**config.mk**
```make
export PLATFORM = sky130hd
export DESIGN_NAME = alu_seq
export DESIGN_NICKNAME = d
export VERILOG_FILES = /design/src/rtl/alu_seq.sv
export SDC_FILE = /design/constraint.sdc
export NUM_CORES = 1
export LEC_CHECK = 0
export BUFFER_PORTS_ARGS = -buffer_cell sky130_fd_sc_hd__buf_2
export CAP_MARGIN = 20
export CORE_ASPECT_RATIO = 1.25
export CORE_MARGIN = 1.5
export CORE_UTILIZATION = 45
export DETAILED_ROUTE_END_ITERATION = 12
export PLACE_DENSITY_LB_ADDON = 0.08
export SETUP_SLACK_MARGIN = 0.3
export SYNTH_ARGS = -nofsm -noshare
export SYNTH_HDL_FRONTEND = slang
export SYNTH_SLANG_ARGS = --single-unit
```
**constraint.sdc**
```tcl
create_clock -name clk -period 8.1 [get_ports clk]
set_clock_uncertainty 0.15 [all_clocks]
set_input_delay 0.81 -clock clk [delete_from_list [all_inputs] [get_ports clk]]
set_output_delay 0.81 -clock clk [all_outputs]
set_load 0.01 [all_outputs]
```
**src/rtl/alu_seq.sv**
```systemverilog
`default_nettype none
// ============================================================================
// alu_seq : streams cmd_len+1 operand byte pairs through one 8-bit ALU,
//           chaining carry between bytes. Optional macro: ALU_SEQ_OVF_EN.
// Rev 1.0
// ============================================================================

module alu (
  input  logic [3:0] op,
  input  logic [7:0] a,
  input  logic [7:0] b,
  input  logic       cin,
  output logic [7:0] c,
  output logic       carry_out,
  output logic       zero
);
  // Subtracts report borrow as carry_out=1; compares return their flag in c[0] and carry_out.
  always_comb begin
    c         = '0;
    carry_out = 1'b0;
    case (op)
      4'd0:  {carry_out, c} = {1'b0, a} + {1'b0, b};
      4'd1:  {carry_out, c} = {1'b0, a} + {1'b0, b} + {8'd0, cin};
      4'd2:  {carry_out, c} = {1'b0, a} - {1'b0, b};
      4'd3:  {carry_out, c} = {1'b0, a} - {1'b0, b} - {8'd0, cin};
      4'd4:  c = a | b;
      4'd5:  c = a & b;
      4'd6:  c = ~a;
      4'd7:  c = a ^ b;
      4'd8:  c = a;
      4'd9:  begin carry_out = (a == b); c = {7'd0, a == b}; end
      4'd10: begin carry_out = (a < b);  c = {7'd0, a < b};  end
      4'd11: begin
        carry_out = ($signed(a) < $signed(b));
        c         = {7'd0, $signed(a) < $signed(b)};
      end
      4'd12, 4'd13: {carry_out, c} = {a, 1'b0};
      4'd14: {carry_out, c} = {a, cin};
      default: {c, carry_out} = {cin, a};
    endcase
  end

  assign zero = (c == 8'd0);
endmodule

module alu_seq #(
  parameter int LEN_W = 4
) (
  input  logic             clk,
  input  logic             rst,
  input  logic             cmd_valid,
  output logic             cmd_ready,
  input  logic [3:0]       cmd_op,
  input  logic [LEN_W-1:0] cmd_len,
  input  logic             cmd_cin,
  input  logic             in_valid,
  output logic             in_ready,
  input  logic [7:0]       in_a,
  input  logic [7:0]       in_b,
  output logic             out_valid,
  input  logic             out_ready,
  output logic [7:0]       out_c,
  output logic             out_last,
  output logic             done,
  output logic             carry_flag,
  output logic             zero_flag,
  output logic             busy
`ifdef ALU_SEQ_OVF_EN
  , output logic           ovf_flag
`endif
);
  typedef enum logic [1:0] {
    S_IDLE  = 2'd0,
    S_RUN   = 2'd1,
    S_FLUSH = 2'd2
  } state_t;

  state_t           state_q, state_d;
  logic [3:0]       op_q, op_d;
  logic [LEN_W-1:0] rem_q, rem_d;
  logic             cin_q, cin_d;
  logic             first_q, first_d;
  logic             zacc_q, zacc_d;
  logic             chain_q, chain_d;
  logic             out_valid_q, out_valid_d;
  logic [7:0]       out_c_q, out_c_d;
  logic             out_last_q, out_last_d;
  logic             done_q, done_d;
  logic             carry_flag_q, carry_flag_d;
  logic             zero_flag_q, zero_flag_d;

  logic [3:0] op_eff;
  logic       cin_eff;
  logic [7:0] alu_c;
  logic       alu_co;
  logic       alu_zero;
  logic       in_ready_w;
  logic       accept;
  logic       out_xfer;

  alu u_alu (
    .op        (op_eff),
    .a         (in_a),
    .b         (in_b),
    .cin       (cin_eff),
    .c         (alu_c),
    .carry_out (alu_co),
    .zero      (alu_zero)
  );

`ifdef ALU_SEQ_OVF_EN
  logic ovf_last_q, ovf_last_d;
  logic ovf_flag_q, ovf_flag_d;
  logic ovf_calc;

  always_comb begin
    ovf_calc = 1'b0;
    case (op_eff)
      4'd0, 4'd1: ovf_calc = (in_a[7] == in_b[7]) && (alu_c[7] != in_a[7]);
      4'd2, 4'd3: ovf_calc = (in_a[7] != in_b[7]) && (alu_c[7] != in_a[7]);
      default:    ovf_calc = 1'b0;
    endcase
  end

  assign ovf_flag = ovf_flag_q;
`endif

  // Bytes after the first switch to carry-consuming variants of the base op.
  always_comb begin
    op_eff = op_q;
    if (!first_q) begin
      case (op_q)
        4'd0:         op_eff = 4'd1;
        4'd2:         op_eff = 4'd3;
        4'd12, 4'd13: op_eff = 4'd14;
        default:      op_eff = op_q;
      endcase
    end
  end

  assign cin_eff    = first_q ? cin_q : chain_q;
  assign out_xfer   = out_valid_q & out_ready;
  assign in_ready_w = (state_q == S_RUN) & (~out_valid_q | out_ready);
  assign accept     = in_valid & in_ready_w;

  always_comb begin
    state_d      = state_q;
    op_d         = op_q;
    rem_d        = rem_q;
    cin_d        = cin_q;
    first_d      = first_q;
    zacc_d       = zacc_q;
    chain_d      = chain_q;
    out_valid_d  = out_valid_q;
    out_c_d      = out_c_q;
    out_last_d   = out_last_q;
    done_d       = 1'b0;
    carry_flag_d = carry_flag_q;
    zero_flag_d  = zero_flag_q;
`ifdef ALU_SEQ_OVF_EN
    ovf_last_d   = ovf_last_q;
    ovf_flag_d   = ovf_flag_q;
`endif
    case (state_q)
      S_IDLE: begin
        if (cmd_valid) begin
          op_d    = cmd_op;
          rem_d   = cmd_len;
          cin_d   = cmd_cin;
          first_d = 1'b1;
          zacc_d  = 1'b1;
          state_d = S_RUN;
        end
      end
      S_RUN: begin
        if (out_xfer) out_valid_d = 1'b0;
        if (accept) begin
          out_c_d     = alu_c;
          out_last_d  = (rem_q == '0);
          out_valid_d = 1'b1;
          chain_d     = alu_co;
          zacc_d      = zacc_q & alu_zero;
          first_d     = 1'b0;
          if (rem_q == '0) begin
            state_d = S_FLUSH;
`ifdef ALU_SEQ_OVF_EN
            ovf_last_d = ovf_calc;
`endif
          end else begin
            rem_d = rem_q - LEN_W'(1);
          end
        end
      end
      S_FLUSH: begin
        if (out_xfer) begin
          out_valid_d  = 1'b0;
          carry_flag_d = chain_q;
          zero_flag_d  = zacc_q;
          done_d       = 1'b1;
          state_d      = S_IDLE;
`ifdef ALU_SEQ_OVF_EN
          ovf_flag_d   = ovf_last_q;
`endif
        end
      end
      default: state_d = S_IDLE;
    endcase
  end

  always_ff @(posedge clk) begin
    if (rst) begin
      state_q      <= S_IDLE;
      op_q         <= '0;
      rem_q        <= '0;
      cin_q        <= 1'b0;
      first_q      <= 1'b0;
      zacc_q       <= 1'b0;
      chain_q      <= 1'b0;
      out_valid_q  <= 1'b0;
      out_c_q      <= '0;
      out_last_q   <= 1'b0;
      done_q       <= 1'b0;
      carry_flag_q <= 1'b0;
      zero_flag_q  <= 1'b0;
`ifdef ALU_SEQ_OVF_EN
      ovf_last_q   <= 1'b0;
      ovf_flag_q   <= 1'b0;
`endif
    end else begin
      state_q      <= state_d;
      op_q         <= op_d;
      rem_q        <= rem_d;
      cin_q        <= cin_d;
      first_q      <= first_d;
      zacc_q       <= zacc_d;
      chain_q      <= chain_d;
      out_valid_q  <= out_valid_d;
      out_c_q      <= out_c_d;
      out_last_q   <= out_last_d;
      done_q       <= done_d;
      carry_flag_q <= carry_flag_d;
      zero_flag_q  <= zero_flag_d;
`ifdef ALU_SEQ_OVF_EN
      ovf_last_q   <= ovf_last_d;
      ovf_flag_q   <= ovf_flag_d;
`endif
    end
  end

  assign cmd_ready  = (state_q == S_IDLE);
  assign busy       = (state_q != S_IDLE);
  assign in_ready   = in_ready_w;
  assign out_valid  = out_valid_q;
  assign out_c      = out_c_q;
  assign out_last   = out_last_q;
  assign done       = done_q;
  assign carry_flag = carry_flag_q;
  assign zero_flag  = zero_flag_q;
endmodule

`default_nettype wire

```
# Word-level counts from Yosys, hierarchy flattened
# Index checks and enable logic that the tools add are counted.
# word_totals
reg_bits,27
inputBits,30
# op_classes
add_sub_neg,5
magnitude_cmp,2
n_eq_ne,25
n_mux,23
bitwise_logic,11
n_reduce_logical,19
# op_table
op,count
case mux 8 bit (14 select lines),1
"equality test 4 bit, second input constant",9
"equality test 4 x 3 -> 1 bit, second input constant",4
< comparator 8 bit,2
two-way mux 4 bit,4
"equality test 4 x 2 -> 1 bit, second input constant",3
zero test 4 bit,3
case mux 4 bit (3 select lines),1
adder 8 x 8 -> 9 bit,1
adder 9 x 1 -> 9 bit,1
case mux 1 bit (9 select lines),1
subtractor 8 x 8 -> 9 bit,1
subtractor 9 x 1 -> 9 bit,1
AND 8 bit,1
equality test 8 bit,1
zero test 8 bit,1
two-way mux 2 bit,4
"!= test 2 bit, second input constant",4
inverter 8 bit,1
bitwise OR 8 bit,1
case mux 4 bit (2 select lines),1
AND reduction 4 bit,2
bitwise XOR 8 bit,1
two-way mux 1 bit,7
other kinds (17),29

# Depth between registers and ports, before layout
# Gate-level depths: netlist of run 1.
# depth
word_depth,11
depth_mapped,12
ltp_nobuf,12

# Hierarchy
# A second synthesis of run 1 with hierarchy kept.
# hier_totals
cells_unflattened,493
hier_area_um2,3796.1
# by_module_without_submodules
module,n_inst,cells_each,area_each_um2,seq_area_each_um2
alu,1,346,2501.1,0.0
alu_seq,1,147,1295.0,540.5

# Worst setup path after synthesis of run 1
# OpenSTA, ideal clock, no wires.
# synth_path
kind,input -> register
startpoint,input in_a[0]
endpoint,register zacc_q
setup_ps,88
t_arrival_ps,3348
required_time_ps,7862
setup_slack_ps,4514
stages,11
path_buffers,0
path_cell_list,inv_1 > ha_1 > fa_1 > nor3_1 > nor3_2 > xnor2_1 > or4_4 > a211oi_2 > nor3_1 > o31a_1 > o32ai_2
# synth_between
elab_chain_cells,7
# synth_rtl
element,line,rtl
start: declaration,58,"input logic [7:0] in_a,"
subtractor 8 x 8 -> 9 bit / adder 8 x 8 -> 9 bit (equally long branches),-,
subtractor 9 x 1 -> 9 bit / adder 9 x 1 -> 9 bit (equally long branches),"25, 23",
case mux 8 bit (14 select lines) (*),21,case (op)
zero test 8 bit (*),43,assign zero = (c == 8'd0);
AND 1 bit (*),182,zacc_d = zacc_q & alu_zero;
two-way mux 1 bit (*),177,if (accept) begin
case mux 1 bit (2 select lines) (*),164,case (state_q)
end signal: assignment,235,zacc_q <= zacc_d;
end: declaration,83,"logic zacc_q, zacc_d;"
# Mark *: on every way between the ends. The rest lies on a longest branch, timed or not. The select of a mux whose other input is x is not followed.
# A chain may end at the register's enable or synchronous reset.

# Final worst setup path of run 1
# layout_path
startpoint,input in_a[0]
endpoint,register chain_q
# layout_between
elab_chain_cells,3
# layout_rtl
element,line,rtl
subtractor 8 x 8 -> 9 bit / adder 8 x 8 -> 9 bit (equally long branches),-,
subtractor 9 x 1 -> 9 bit / adder 9 x 1 -> 9 bit (equally long branches),"25, 23",
case mux 1 bit (9 select lines) (*),21,
end signal: assignment,236,chain_q <= chain_d;
end: declaration,84,"logic chain_q, chain_d;"
# Mark *: on every way between the ends. The rest lies on a longest branch, timed or not.

==> flow_summary.ini, run 1 <==
[status]
status = finished, final reports clean

[place]
hpwl_reported_at_the_end_of_detailed_placement_um = 8740
pre_cts_slack_ns = 4.07
detailed_place.area_um2 = 3720
gp_routability_congestion = 0.981
place_inst = 596
placement.io_buffers = 45

[logic_synthesis]
synth-edff-count = 0
synthArstFlopShare = 0
yosys.area.top_type_share = 0.156
postSynthNetCount = 545
synth_top_cell_by_area = sky130_fd_sc_hd__dfxtp_1
synth_sequential_area_ratio = 0.156
netlist_instances = 481
yosysUniqueCellTypes = 75
post_synthesis_instance_area_um2 = 3470
synth_area_leaders = sky130_fd_sc_hd__dfxtp_1 16%, sky130_fd_sc_hd__ha_1 12%, sky130_fd_sc_hd__a21oi_1 5.3%
synthesis.area_per_instance_um2 = 7.22
synth_top_flop_cell = sky130_fd_sc_hd__dfxtp_1
synth.ff_latch_count = 27
yosys_warnings = 0

[clock_tree]
htree_levels = 1
root_buffer = sky130_fd_sc_hd__clkbuf_8
cts_inserted_buffers = 3
cts_hold_buf = 0
post_cts_resize_count = 0
insertion_delay_ns = 0.27
path_clk_slew_ns = 0.09
cts_tree = yes
postCtsSetupBuffers = 0
cts_buffer_depth = 2
cts.sink_count = 27

[hold_path]
holdPathEnd = op_q[3]
hold_path.class = flip-flop to flip-flop
worst_hold_startpoint = op_q[3]
worst_hold_path_depth = 2

[worst_setup_path]
slowest_stage = sky130_fd_sc_hd__or4_1
critical_path_required_time_ns = 8.09
reg2reg_depth = 8
cp_slowest_stage_delay_ns = 0.52
arrival_ns = 3.77
crit_fanout = 6
crit_buf_inv = 1
r2r_slack_ns = 5.07
r2r-start = op_q[2]
crit_end_category = flip-flop
critical_path.top_delay_family = compound AO/OA/AOI/OAI gates
timing.critical_path.cells = buf_2 > ha_1 > fa_1 > a211oi_2 > o21ai_0 > a211o_1 > or4_1 > a31o_1 > a211oi_1 > o41ai_1
rr_endpoint = zacc_q
critical_setup_path_class = input pin to flip-flop
worstSetupStartpointType = input pin

[drt]
drcViolationCount = 0
drt-initial-drc-count = 222
route.antenna.remaining_nets = 0
drt-pass1-iter-count = 5
vias = 3738
routed_wire_length_per_instance_um = 18.5
routed_wl_um = 11100
vias_per_cell = 6.23

[pwr]
comb_power_share = 0.644
net-switching-power_w = 0.000373
p_sw_frac = 0.493
p_int_w = 0.000384
share_seq_of_total_power = 0.256
max-vdd-ir-drop_v = 0.000153
leakagePower_nw = 1.59
power_frac_clock = 0.100
power.density_cell_area_nw_per_um2 = 201

[sta]
worst_slew_pin_slew_ns = 0.874
post-route-worst-setup-slack_ns = 4.33
setup_repair_after_global_routing_missed_its_margin = no
slew_headroom = 0.417
whs_ns = 0.308
period_share = 0.466
setup_tns_ns = 0
final_max_slew_viol_count = 0
setup-violations-final = 0
fmax_mhz = 265
final-hold-violation-count = 0
final_period_minus_worst_setup_slack_ns = 3.77

[global_route]
residual_overflow_from_global_routing = 0
grt_pass1_wl_um = 17700
track_usage = 0.281
via_count_of_the_first_global_routing_pass = 3514
number_of_antenna_violations_at_the_first_check_in_global_routing = 0
maximum_number_of_pins_on_one_net_before_global_route_repair = 38

[die]
core-area_um2 = 7440
die-height_um = 101
io-pin-count = 46
design.die.area_um2 = 8250
rows = 35
start_util = 0.466
chipWidth_um = 81.6

[finish]
areaGrowthSynthToFinish_pct = 8.51
most_frequent_cells_in_the_layout = 45 x sky130_fd_sc_hd__nand2_1, 45 x sky130_fd_sc_hd__nor2_1, 45 x sky130_fd_sc_hd__buf_2
stdcell_count = 600
n_antenna_cell = 0
finalInstanceArea_um2 = 3770
final_net_count = 573
ratio_of_cells_with_drive_above_1_in_the_final_layout = 0.146

[flow_run]
cap_viol_max_count = 0
worst min-delay path, cell delays in order, from the launching register on:
cell and delay, ns:
sky130_fd_sc_hd__dfxtp_1 0.32, sky130_fd_sc_hd__nand2_1 0.05, sky130_fd_sc_hd__a21oi_1 0.05
area by class of cell:
type                       count  area (um2)
timing repair buffer          49         255
tap                           92         115
fill                         797        3680
multi-input combinational    393        2680
clock buffer                   4        45.0
sequential                    27         541
inverter                      35         131
power groups by stage:
stage	Sequential [W]	Combinational, W	Clock, W
CTS	0.000193	0.000483	0.0000789
global placement	0.000195	0.000477	0
floorplan	0.000186	0.000356	0
finish	0.000193	0.000487	0.0000756
global route	0.000197	0.000540	0.0000843
detailed placement	0.000196	0.000480	0
per-stage QoR:
stage	util	power (W)
floorplan	-	0.000542
global placement	0.500	0.000672
detailed placement	0.500	0.000676
CTS	0.506	0.000755
global route	0.506	0.000821
finish	0.506	0.000756
sequential cells by signal, indices dropped and copies added (netlist names):
| signal | flops |
|---|---|
| chain_q | 1 |
| rem_q | 4 |
| out_valid | 1 |
| op_q | 4 |
| carry_flag | 1 |
| cin_q | 1 |
| out_last | 1 |
| first_q | 1 |
| done | 1 |
| zacc_q | 1 |
| out_c | 8 |
| zero_flag | 1 |
| state_q | 2 |
kinds of logic after synthesis:
group                      synth area share
xor gates and xnor gates             0.0227
DFF                                   0.156
adders and majority gates             0.127
and+or+nand+nor                       0.292
buffers and inverters                0.0725
AOI/OAI and AO/OA                     0.301
muxes                                0.0299
synth_stat cells (7+ instances only):
| master | instances |
|---|---|
| sky130_fd_sc_hd__nor3_1 | 17 |
| sky130_fd_sc_hd__nand2_1 | 45 |
| sky130_fd_sc_hd__mux2i_1 | 7 |
| sky130_fd_sc_hd__a21oi_1 | 37 |
| sky130_fd_sc_hd__nor2_1 | 45 |
| sky130_fd_sc_hd__nand2b_1 | 8 |
| sky130_fd_sc_hd__nor2b_1 | 11 |
| sky130_fd_sc_hd__o21ai_0 | 19 |
| sky130_fd_sc_hd__inv_1 | 34 |
| sky130_fd_sc_hd__ha_1 | 32 |
| sky130_fd_sc_hd__clkbuf_1 | 19 |
| sky130_fd_sc_hd__dfxtp_1 | 27 |
| sky130_fd_sc_hd__o21a_1 | 8 |
| sky130_fd_sc_hd__nand3_1 | 18 |
| sky130_fd_sc_hd__o22ai_1 | 7 |
metal layers:
metal / track usage / vias to the layer above / share of wire
li1: - / 1824 / -
met1: 0.327 / 1762 / 0.42
met2: 0.507 / 116 / 0.50
met3: 0.0207 / 36 / 0.039
met4: 0.141 / 0 / 0.050
met5: 0 / - / 0
how the worst max path moves through the flow:
stage,from,endpoint,cells after the start
2_1_floorplan,in_a[0],zacc_q,11
6_report,in_a[0],chain_q,10
5_1_grt,in_a[0],chain_q,12
3_3_place_gp,in_a[0],chain_q,10
3_5_place_dp,in_a[0],chain_q,10
4_1_cts,in_a[0],chain_q,10
(Power assumes the default switching activity.)
==> inputs of run 2 (changes only) <==
ABC_AREA = 1   (was not set)
clock period = 3.03 ns   (was 8.1 ns; I/O delays follow)
==> run 2 against run 1 <==
  * Clock-buffer cell count down 1
  * Die area up 0.73%
  * Utilization up 4.7 points
  * Via count up 11%
  * First-iteration DRC count up 25%
  * Combinational power rose to 3.7 times the previous value
  * Global-route usage up 1.2 points
  * Wire length up 6.0%
  * Sequential cell count unchanged
  * Largest cell class unchanged
  * Total power rose to 3.3 times the previous value
  * Final area up 9.3%
  * Clock power rose to 2.8 times the previous value
==> flow_summary.ini, run 2 <==
[worst_setup_path]
critical_setup_path_class = input pin to flip-flop
crit_end_category = flip-flop
arrival_ns = 2.66
timing.critical_path.cells = buf_2 > inv_4 > ha_4 > fa_2 > ha_4 > inv_1 > nor2_2 > nand2_1 > nor2_2 > nand3_1 > nand3_1 > nand2_1 > nor2_2 > nor2_2 > nor2_1 > nand3_1 > nand2_1 > nand2_1 > a21oi_2
critical_path.top_delay_family = simple AND/OR/NAND/NOR gates
crit_buf_inv = 3
cp_slowest_stage_delay_ns = 0.64
crit_fanout = 5
r2r-start = first_q
slowest_stage = sky130_fd_sc_hd__fa_2
worstSetupStartpointType = input pin
worst_setup_startpoint = in_a[0]
critical_path_required_time_ns = 3.10

[finish]
largest_reg_flops = 8
mostFrequentLayoutCell = sky130_fd_sc_hd__nand2_1
num-fill-cells = 816
finalInstanceArea_um2 = 4120
final_net_count = 730
areaGrowthSynthToFinish_pct = 17.7
n_antenna_cell = 0
ratio_of_cells_with_drive_above_1_in_the_final_layout = 0.197
sequential_cell_area_um2 = 542
most_frequent_cells_in_the_layout = 170 x sky130_fd_sc_hd__nand2_1, 83 x sky130_fd_sc_hd__inv_1, 65 x sky130_fd_sc_hd__nand3_1
multi_input_comb_area_um2 = 2700

[clock_tree]
cts_inserted_buffers = 3
cts_tree = yes
root_buffer = sky130_fd_sc_hd__clkbuf_8
cts_buffer_depth = 2
path_clk_slew_ns = 0.10
htree_levels = 1
insertion_delay_ns = 0.28
cts_hold_buf = 0
cts.sink_count = 27

[logic_synthesis]
synth_top_flop_cell = sky130_fd_sc_hd__dfxtp_1
yosys_warnings = 0
synthTopCellsByCount = 171 x sky130_fd_sc_hd__nand2_1, 89 x sky130_fd_sc_hd__inv_1, 70 x sky130_fd_sc_hd__nor2_1
most_frequent_cell_after_synthesis = sky130_fd_sc_hd__nand2_1
synthesis.area_per_instance_um2 = 5.74
netlist_instances = 609
synth_top_cell_by_area = sky130_fd_sc_hd__nand2_1
synthArstFlopShare = 0
yosysUniqueCellTypes = 35
synth-edff-count = 0
synth_area_leaders = sky130_fd_sc_hd__nand2_1 18%, sky130_fd_sc_hd__dfxtp_1 15%, sky130_fd_sc_hd__ha_1 11%
synth.ff_latch_count = 27
postSynthNetCount = 673
yosys.area.top_type_share = 0.184
post_synthesis_instance_area_um2 = 3500
synth_sequential_area_ratio = 0.155

[die]
start_util = 0.470
core-area_um2 = 7440
die-height_um = 102
rows = 35
design.die.area_um2 = 8310
chipWidth_um = 81.9
io-pin-count = 46

[pwr]
leakagePower_nw = 2.15
power.density_cell_area_nw_per_um2 = 614
power_after_layout_w = 0.00253
max-vdd-ir-drop_v = 0.000627

[sta]
final_period_minus_worst_setup_slack_ns = 2.59
final-hold-violation-count = 0
final_max_slew_viol_count = 0
setup_repair_after_global_routing_missed_its_margin = no
setup_tns_ns = 0
setup-violations-final = 0
slew_headroom = 0.625
period_share = 0.855
fmax_mhz = 386
worst_slew_pin_slew_ns = 0.557

[global_route]
track_usage = 0.293
number_of_antenna_violations_at_the_first_check_in_global_routing = 0
residual_overflow_from_global_routing = 0
maximum_number_of_pins_on_one_net_before_global_route_repair = 22
via_count_of_the_first_global_routing_pass = 3905
grt_pass1_wl_um = 18600

[drt]
vias_per_cell = 5.46
vias = 4134
drt-initial-drc-count = 277
drcViolationCount = 0
routed_wire_length_per_instance_um = 15.6
routed_wl_um = 11800
drt-pass1-iter-count = 5
route.antenna.remaining_nets = 0

[place]
hpwl_reported_at_the_end_of_detailed_placement_um = 9530
gp_routability_congestion = 0.929
detailed_place.area_um2 = 3890
placement.io_buffers = 45

[hold_path]
worst_hold_startpoint = cmd_cin
hold_path.class = input pin to flip-flop

[status]
status = finished, final reports clean

[flow_run]
cap_viol_max_count = 0
-- run 2: worst min-delay path: stages --
cell and delay [ns]:
sky130_fd_sc_hd__buf_2 0.07, sky130_fd_sc_hd__o21ai_0 0.07, sky130_fd_sc_hd__nor2_1 0.08
-- run 2: report_power, final --
part           switching [W]  internal [W]  total (W)
registers          0.0000647      0.000451   0.000516
clock network       0.000119     0.0000936   0.000212
logic                0.00119      0.000613    0.00180
-- run 2: cell families (layout without fill, tap and decap cells) --
group / count (synthesis) / in the layout / synth area share
AOI/OAI and AO/OA: 82 / 82 / 0.128
adders and majority gates: 34 / 34 / 0.126
buffers and inverters: 105 / 161 / 0.116
DFF: 27 / 27 / 0.155
and+or+nand+nor: 361 / 361 / 0.475
-- run 2: stage by stage --
step	util	instances	hold WS, ns	setup WS (ns)
5_1_grt	0.553	757	0.139	0.289
6_report	0.553	757	0.127	0.439
2_1_floorplan	-	609	0.215	0.464
3_5_place_dp	0.523	750	0.287	0.0272
4_1_cts	0.534	757	0.132	0.305
3_3_place_gp	0.523	750	0.286	0.0967
-- run 2: what timing repair did --
action,4_1_cts,5_1_grt
resized for setup,4,41
endpoints found under the setup margin,1,3
gates cloned,0,0
setup buffers,3,0
pin swaps,2,14
-- run 2: layout make-up --
type                    instances  area share
inverters                      95      0.0872
clock inverters                 1     0.00182
well taps                      92      0.0280
clock buffers                   3      0.0100
repair buffers                 62      0.0866
flip-flops and latches         27       0.132
multi-input cells             477       0.655
-- run 2: final timing paths --
path / endpoint / slack, ns / cells past startpoint
max: zacc_q / 0.44 / 19
min: cin_q / 0.13 / 3
max reg2reg: zacc_q / 0.46 / 20
min reg2reg: carry_flag / 0.30 / 2
-- run 2: layer usage --
layer / track usage / share of wire
met4: 0.151 / 0.052
met5: 0 / 0
met2: 0.544 / 0.50
met3: 0.0234 / 0.058
met1: 0.322 / 0.39
==> inputs of run 3 (changes only) <==
CORE_UTILIZATION = 54   (was 45)
TNS_END_PERCENT = 10   (was not set)
==> run 3 against run 2 <==
  * First-iteration DRC count grew 45%
  * Global-route usage grew 5.5 points
  * Via count grew 3.0%
  * Critical path type unchanged
  * Largest power group unchanged
==> flow_summary.ini, run 3 (synthesis gave the netlist of run 2 again) <==
[sta]
slew_headroom = 0.637
period_share = 0.865
final-hold-violation-count = 0
fmax_mhz = 382
worst_slew_pin_slew_ns = 0.540
setup_repair_after_global_routing_missed_its_margin = no
final_period_minus_worst_setup_slack_ns = 2.62
final_max_slew_viol_count = 0
setup-violations-final = 0
setup_tns_ns = 0

[worst_setup_path]
critical_path.top_delay_family = simple AND/OR/NAND/NOR gates
worstSetupStartpointType = input pin
cp_slowest_stage_delay_ns = 0.54
critical_setup_path_class = input pin to flip-flop
critical_path_required_time_ns = 3.10
worst_setup_startpoint = in_a[0]
slowest_stage = sky130_fd_sc_hd__fa_1
arrival_ns = 2.69
timing.critical_path.cells = buf_2 > ha_1 > fa_1 > ha_1 > inv_1 > nor2_1 > nand2_1 > nor2_2 > nand3_1 > nand3_1 > nand2_1 > nor2_1 > nor2_1 > nor2_1 > nand3_1 > nand2_1 > nand2_1 > a21oi_2
r2r-start = first_q
crit_buf_inv = 2
crit_fanout = 3
crit_end_category = flip-flop

[drt]
drt-initial-drc-count = 401
drt-pass1-iter-count = 6
drcViolationCount = 0
routed_wire_length_per_instance_um = 16.0
vias_per_cell = 5.68
vias = 4257
route.antenna.remaining_nets = 0
routed_wl_um = 12000

[pwr]
max-vdd-ir-drop_v = 0.000707
power_frac_clock = 0.081
p_int_w = 0.00117
p_sw_frac = 0.546
comb_power_share = 0.716
power.density_cell_area_nw_per_um2 = 624
net-switching-power_w = 0.00141
share_seq_of_total_power = 0.202
leakagePower_nw = 2.16

[hold_path]
hold_path.class = input pin to flip-flop
worst_hold_startpoint = cmd_op[3]

[finish]
ratio_of_cells_with_drive_above_1_in_the_final_layout = 0.209
n_antenna_cell = 0
most_frequent_cells_in_the_layout = 165 x sky130_fd_sc_hd__nand2_1, 84 x sky130_fd_sc_hd__inv_1, 63 x sky130_fd_sc_hd__nand3_1
post-route-util = 0.665
largest_reg_flops = 8
mostFrequentLayoutCell = sky130_fd_sc_hd__nand2_1
stdcell_count = 750
finalInstanceArea_um2 = 4120
areaGrowthSynthToFinish_pct = 17.9
num-fill-cells = 610
final_net_count = 730

[clock_tree]
cts_inserted_buffers = 3
htree_levels = 1
cts_tree = yes
cts.sink_count = 27
insertion_delay_ns = 0.28
path_clk_slew_ns = 0.10
root_buffer = sky130_fd_sc_hd__clkbuf_8
cts_buffer_depth = 2

[place]
gp_routability_congestion = 1.05
hpwl_reported_at_the_end_of_detailed_placement_um = 9520
detailed_place.area_um2 = 3890
placement.io_buffers = 45
place_inst = 743

[flow_run]
cap_viol_max_count = 0

[global_route]
grt_pass1_wl_um = 18500
maximum_number_of_pins_on_one_net_before_global_route_repair = 22
track_usage = 0.348
residual_overflow_from_global_routing = 0
number_of_antenna_violations_at_the_first_check_in_global_routing = 0
via_count_of_the_first_global_routing_pass = 3867

[status]
status = finished, final reports clean

[die]
design.die.area_um2 = 6970
rows = 32
io-pin-count = 46
chipWidth_um = 75.0
start_util = 0.564
die-height_um = 93.0
core-area_um2 = 6210
==> run 3: what timing repair did <==
action,in CTS,in global routing
resized for setup,5,47
pin swaps,2,12
hold buffers,0,0
setup buffers,2,1
setup endpoints to repair,1,2
==> run 3: path summary, 6_finish.rpt <==
path               end  slack, ns  cells after the start
max             zacc_q       0.41                     18
min            op_q[3]       0.13                      3
max reg2reg     zacc_q       0.46                     19
min reg2reg  zero_flag       0.31                      2
==> run 3: area by class of cell <==
cell class	instances	area, um2	area share
Multi-Input combinational cell	477	2710	0.657
Sequential cell	27	543	0.132
Timing Repair Buffer	62	359	0.0871
Inverter	95	359	0.0871
Tap cell	85	106	0.0258
Clock buffer	3	41.3	0.0100
Clock inverter	1	7.51	0.00182
==> run 3: layer usage <==
layer	GRT usage	up-vias	part of all wire
met4	0.226	0	0.072
met5	0	-	0
li1	-	2074	-
met3	0.0442	64	0.066
met2	0.596	201	0.48
met1	0.393	1918	0.38
==> run 3: stage by stage <==
| stage | worst slack, ns | hold slack, ns | total power [W] |
|---|---|---|---|
| 2_1_floorplan | 0.464 | 0.215 | 0.00168 |
| 3_3_place_gp | 0.0912 | 0.283 | 0.00217 |
| 3_5_place_dp | 0.0686 | 0.298 | 0.00220 |
| 4_1_cts | 0.321 | 0.135 | 0.00245 |
| 5_1_grt | 0.268 | 0.155 | 0.00276 |
| 6_report | 0.409 | 0.133 | 0.00257 |
==> run 3: worst reg2reg max path: stages, from the launching register on <==
cell                      delay [ns]
sky130_fd_sc_hd__dfxtp_2        0.35
sky130_fd_sc_hd__inv_2          0.04
sky130_fd_sc_hd__or2_2          0.27
sky130_fd_sc_hd__o21ai_2        0.08
sky130_fd_sc_hd__inv_2          0.09
sky130_fd_sc_hd__ha_2           0.21
sky130_fd_sc_hd__ha_1           0.18
sky130_fd_sc_hd__inv_1          0.07
sky130_fd_sc_hd__nor2_1         0.05
sky130_fd_sc_hd__nand2_1        0.13
sky130_fd_sc_hd__nand2_1        0.07
sky130_fd_sc_hd__nand2_1        0.05
sky130_fd_sc_hd__o21ai_0        0.08
sky130_fd_sc_hd__nor2_2         0.12
sky130_fd_sc_hd__nand3_2        0.12
sky130_fd_sc_hd__a21oi_1        0.13
sky130_fd_sc_hd__nand3_1        0.09
sky130_fd_sc_hd__nand2_1        0.06
sky130_fd_sc_hd__nand2_1        0.06
sky130_fd_sc_hd__a21oi_2        0.12
==> run 3: power by group through the flow <==
stage,sequential [W],combinational (W),clock (W)
detailed placement,0.000523,0.00167,0
global route,0.000532,0.00200,0.000227
global placement,0.000516,0.00165,0
finish,0.000520,0.00184,0.000210
floorplan,0.000530,0.00115,0
CTS,0.000516,0.00172,0.000210
